**src/rtl/sensor_responder.sv**
```systemverilog
// rtl/sensor_responder.sv - remote-node UART request/response engine
// Answers read commands with data and checksum bytes; an alarm is signalled by a deliberate checksum mismatch.
module sensor_responder #(
    parameter logic [7:0]  CMD_READ      = 8'h01,
    parameter logic [7:0]  CMD_ACK_ALARM = 8'h02,
    parameter logic [7:0]  KEY           = 8'h37,
    parameter logic [7:0]  ALARM_CODE    = 8'h00,
    parameter logic [7:0]  ALARM_FILL    = 8'hFF,
    parameter int unsigned TX_GUARD      = 2
) (
    input  logic        clk,
    input  logic        reset,
    input  logic        rdy,
    input  logic [7:0]  rxdata,
    input  logic        tx_busy,
    input  logic        sensor_valid,
    input  logic [7:0]  sensor_data,
    input  logic        alarm_in,
    output logic        rdy_clr,
    output logic        wr_en,
    output logic [7:0]  txdata,
    output logic        busy,
    output logic        alarm_pending,
    output logic [15:0] req_count,
    output logic [7:0]  err_count
);

    typedef enum logic [2:0] {
        IDLE       = 3'd0,
        DECODE     = 3'd1,
        SEND_DATA  = 3'd2,
        GUARD_DATA = 3'd3,
        SEND_CHK   = 3'd4,
        GUARD_CHK  = 3'd5
    } state_t;

    state_t      state_q, state_d;
    logic [7:0]  cmd_q, cmd_d;
    logic [7:0]  sample_q, sample_d;
    logic [7:0]  data_q, data_d;
    logic [7:0]  chk_q, chk_d;
    logic [3:0]  guard_q, guard_d;
    logic        rdy_clr_q, rdy_clr_d;
    logic        wr_en_q, wr_en_d;
    logic [7:0]  txdata_q, txdata_d;
    logic        busy_q, busy_d;
    logic        alarm_q, alarm_d;
    logic [15:0] req_q, req_d;
    logic [7:0]  err_q, err_d;

    always_comb begin
        state_d   = state_q;
        cmd_d     = cmd_q;
        sample_d  = sensor_valid ? sensor_data : sample_q;
        data_d    = data_q;
        chk_d     = chk_q;
        guard_d   = guard_q;
        rdy_clr_d = 1'b0;
        wr_en_d   = 1'b0;
        txdata_d  = txdata_q;
        alarm_d   = alarm_q;
        req_d     = req_q;
        err_d     = err_q;

        case (state_q)
            IDLE: begin
                if (rdy) begin
                    cmd_d     = rxdata;
                    rdy_clr_d = 1'b1;
                    state_d   = DECODE;
                end
            end
            DECODE: begin
                if (cmd_q == CMD_READ) begin
                    // Reply bytes are frozen here so later samples cannot tear a response.
                    if (alarm_q) begin
                        data_d = ALARM_FILL;
                        chk_d  = ALARM_CODE ^ KEY;
                    end else begin
                        data_d = sample_q;
                        chk_d  = sample_q ^ KEY;
                    end
                    state_d = SEND_DATA;
                end else if (cmd_q == CMD_ACK_ALARM) begin
                    alarm_d = 1'b0;
                    state_d = IDLE;
                end else begin
                    if (err_q != 8'hFF) err_d = err_q + 8'd1;
                    state_d = IDLE;
                end
            end
            SEND_DATA: begin
                if (!tx_busy) begin
                    wr_en_d  = 1'b1;
                    txdata_d = data_q;
                    guard_d  = 4'(TX_GUARD);
                    state_d  = GUARD_DATA;
                end
            end
            GUARD_DATA: begin
                // tx_busy lags wr_en, so it is ignored until the guard expires.
                if (guard_q != 4'd0) guard_d = guard_q - 4'd1;
                else if (!tx_busy)   state_d = SEND_CHK;
            end
            SEND_CHK: begin
                wr_en_d  = 1'b1;
                txdata_d = chk_q;
                guard_d  = 4'(TX_GUARD);
                state_d  = GUARD_CHK;
            end
            GUARD_CHK: begin
                if (guard_q != 4'd0) begin
                    guard_d = guard_q - 4'd1;
                end else if (!tx_busy) begin
                    req_d   = req_q + 16'd1;
                    state_d = IDLE;
                end
            end
            default: state_d = IDLE;
        endcase

        if (alarm_in) alarm_d = 1'b1;
        busy_d = (state_d != IDLE);
    end

    always_ff @(posedge clk or posedge reset) begin
        if (reset) begin
            state_q   <= IDLE;
            cmd_q     <= 8'd0;
            sample_q  <= 8'd0;
            data_q    <= 8'd0;
            chk_q     <= 8'd0;
            guard_q   <= 4'd0;
            rdy_clr_q <= 1'b0;
            wr_en_q   <= 1'b0;
            txdata_q  <= 8'd0;
            busy_q    <= 1'b0;
            alarm_q   <= 1'b0;
            req_q     <= 16'd0;
            err_q     <= 8'd0;
        end else begin
            state_q   <= state_d;
            cmd_q     <= cmd_d;
            sample_q  <= sample_d;
            data_q    <= data_d;
            chk_q     <= chk_d;
            guard_q   <= guard_d;
            rdy_clr_q <= rdy_clr_d;
            wr_en_q   <= wr_en_d;
            txdata_q  <= txdata_d;
            busy_q    <= busy_d;
            alarm_q   <= alarm_d;
            req_q     <= req_d;
            err_q     <= err_d;
        end
    end

    assign rdy_clr       = rdy_clr_q;
    assign wr_en         = wr_en_q;
    assign txdata        = txdata_q;
    assign busy          = busy_q;
    assign alarm_pending = alarm_q;
    assign req_count     = req_q;
    assign err_count     = err_q;

endmodule

```
**config.mk**
```make
export PLATFORM = sky130hd
export DESIGN_NAME = sensor_responder
export DESIGN_NICKNAME = d
export VERILOG_FILES = /design/src/rtl/sensor_responder.sv
export SDC_FILE = /design/constraint.sdc
export NUM_CORES = 1
export LEC_CHECK = 0
export BUFFER_PORTS_ARGS = -buffer_cell sky130_fd_sc_hd__buf_2
export CAP_MARGIN = 20
export CORE_MARGIN = 2
export CORE_UTILIZATION = 56
export CTS_CLUSTER_DIAMETER = 30
export DETAILED_ROUTE_END_ITERATION = 16
export PLACE_DENSITY_LB_ADDON = 0.1
export SLEW_MARGIN = 10
export SYNTH_ARGS = -nofsm -noshare
export SYNTH_HDL_FRONTEND = slang
export SYNTH_SLANG_ARGS = --single-unit
```
**constraint.sdc**
```tcl
create_clock -name clk -period 3 [get_ports clk]
set_input_delay 0.6 -clock clk [delete_from_list [all_inputs] [get_ports clk]]
set_output_delay 0.6 -clock clk [all_outputs]
set_load 0.02 [all_outputs]
```
==> reports/qor.txt <==
WL final: 5970 um
count leader, synth: dfrtp_1
Worst-Margin Slew: 614 ps
vias in the first global route: 2133
Crit path buffers/inverters: 2
CP top delay family: simple AND/OR/NAND/NOR gates
Die Y: 81.9 um
Crit. End Element: flip-flop
Leak Pwr: 1.83 nW
DIE AREA: 6710 um2
DRC Markers: 0
crit-path max cell delay: 420 ps
first-pass GRT wire length: 9740 um
PD cells: 847 nW/um2
sequential cell area fraction in the yosys report: 0.552
final setup TNS: 0 ps
antenna-violating nets left: 0
Synth Net Count: 321
diodes inserted: 0
crit-path cells: inv_1 > ha_1 > or3b_4 > nor3_1 > buf_4 > mux2_2
crit path time final: 1930 ps
hold_buf cts: 0
largest cells by area after synthesis: dfrtp_1 55%, mux2_2 6.3%, xnor2_1 5.1%, mux2i_1 2.9%, o21ai_0 2.6%
Vias: 2300
RSZ-0062 raised after global routing: no
synth warn: 0
Clock Skews: 11.5 ps
Max Fanout on Critical Path: 11
Post-Synthesis Mean Instance Area: 11.6 um2
initial core utilization: 0.578
largest net degree at the start of global routing: 49
Synth top cells by count: 75 x dfrtp_1, 23 x nand2_1, 21 x nor2_1
# nets final: 382
clock buffer depth: 2
initial antenna violation count: 0
H-tree depth: 3
total chip power: 3.38 mW
worst hold slack: 318 ps
CTS Root Cell: clkbuf_8
Congestion Overflow GR: 0
post-CTS setup buffer count: 0
share of the synthesized area in the top cell type: 0.552
area leader, netlist: dfrtp_1
DRT iter0 DRCs: 109
CTS tree: done
final core utilization: 0.679
CTS Buf Count: 9
Wirelength per Cell: 13.7 um
layout cells sized above 1: 0.297
IO Count: 58
Syn Std Cell Area: 3400 um2
final slew viol count: 0
Pre-antenna DRT Iters: 6
die width: 81.9 um
ys async rst share: 1.00
Max Fclk: 0.519 GHz
Resized cells post-CTS: 0
Post-synth EDFFs: 0
fin crit share: 0.642
HPWL Detailed: 4250 um
port bufs: 57
core area: 5890 um2
Worst-path clk slew: 80 ps
Slew headroom: 0.590
outcome: completed
VDD IR max: 482 uV
Post-Syn Instances: 294
critical path data arrival time: 2160 ps
FP Rows: 28
unique cell type count in the Yosys netlist: 46
count of final setup violators: 0
CTS sink cnt: 75
Routability Congestion: 0.785
layout overhead on the synthesized area: 17.4%
Startpoint Class: flip-flop
critical path class: flip-flop to flip-flop
worst-skew pair later-pin latency: 350 ps
GRT Total Usage: 0.196
number of synthesized register bits: 75
Final Hold Fails: 0
Synth Flop Type: dfrtp_1
# Max-Cap Violations: 0
Critical-path top delay cell: or3b_4
Worst Hold Class: primary input to asynchronous set/reset pin
routed vias/inst: 5.29
CP Data Required Time: 3230 ps
==> worst paths after layout <==
kind	from	endpoint	slack, ps	depth (start not counted)
max in group asynchronous	reset	req_count[15]$_DFFE_PP0P_	2010	3
hold / removal	reset	txdata[7]$_DFFE_PP0P_	320	2
min in group clk	alarm_in	alarm_pending$_DFFE_PP0P_	420	2
setup / recovery	guard_q[0]$_DFFE_PP0P_	req_count[1]$_DFFE_PP0P_	1070	6
hold reg to reg	req_count[15]$_DFFE_PP0P_	req_count[15]$_DFFE_PP0P_	480	1
setup reg to reg	guard_q[0]$_DFFE_PP0P_	req_count[1]$_DFFE_PP0P_	1070	6
==> per-layer routing <==
layer  part of all wire  global-route usage  up-vias
met4              0.012              0.0850        0
met5                  0                   0        -
met3              0.037              0.0495        8
met2               0.51               0.316       42
li1                   -                   -     1145
met1               0.44               0.250     1105
==> power breakdown <==
part           total [mW]  internal [mW]  switching, mW
Sequential           1.51           1.29          0.223
Clock               0.863          0.491          0.372
Combinational        1.01          0.457          0.549
Total                3.38           2.24           1.14
==> worst reg2reg max path, cell delays in order, from the launching register on <==
cell and delay, ps:
dfrtp_1 370, inv_1 120, ha_1 170, or3b_4 420, nor3_1 190, buf_4 200, mux2_2 340
==> cells in the final DEF (no fill, tap or decap), types with 2 or more instances in the layout <==
| master | count |
|---|---|
| a21oi_1 | 9 |
| and2_1 | 3 |
| and3_1 | 6 |
| and4_1 | 4 |
| buf_2 | 57 |
| buf_4 | 3 |
| bufinv_16 | 2 |
| clkbuf_8 | 10 |
| clkinvlp_4 | 2 |
| dfrtp_1 | 75 |
| ha_1 | 5 |
| inv_1 | 4 |
| mux2_2 | 19 |
| mux2i_1 | 10 |
| nand2_1 | 23 |
| nand2b_1 | 9 |
| nand3_1 | 9 |
| nand4_1 | 10 |
| nor2_1 | 21 |
| nor2b_1 | 8 |
| nor3b_1 | 2 |
| nor4_4 | 2 |
| o21ai_0 | 18 |
| xnor2_1 | 20 |
| xor2_1 | 3 |
==> logic make-up after synthesis <==
kind of cell               after synthesis  synth area share
muxes                                   30            0.0967
xor gates and xnor gates                23            0.0592
and+or+nand+nor                        107             0.179
DFF                                     75             0.552
adders and majority gates                5            0.0184
buffers and inverters                   16            0.0239
AOI/OAI and AO/OA                       38            0.0714
==> registers in the layout, indices dropped and copies added (netlist names) <==
name,cells
alarm_pending,1
busy,1
chk_q,8
cmd_q,8
data_q,8
err_count,8
guard_q,4
rdy_clr,1
req_count,16
sample_q,8
state_q,3
txdata,8
wr_en,1
==> stage by stage <==
| stage | area, um2 | worst slack (ps) | cells |
|---|---|---|---|
| 3_3_place_gp | 3770 | 1050 | 419 |
| 5_1_grt | 3990 | 928 | 435 |
| 4_1_cts | 3990 | 1060 | 435 |
| 3_5_place_dp | 3770 | 1030 | 419 |
| 2_1_floorplan | 3400 | 490 | 294 |
| 6_report | 3990 | 1070 | 435 |
==> layout make-up <==
| class | instances | area, um2 |
|---|---|---|
| Sequential cell | 75 | 1880 |
| Inverter | 5 | 18.8 |
| Tap cell | 75 | 93.8 |
| Clock buffer | 10 | 138 |
| Fill cell | 493 | 1890 |
| Clock inverter | 6 | 88.8 |
| Timing Repair Buffer | 61 | 328 |
| Multi-Input combinational cell | 203 | 1450 |
No activity file was read; power rests on OpenSTA's default activity.
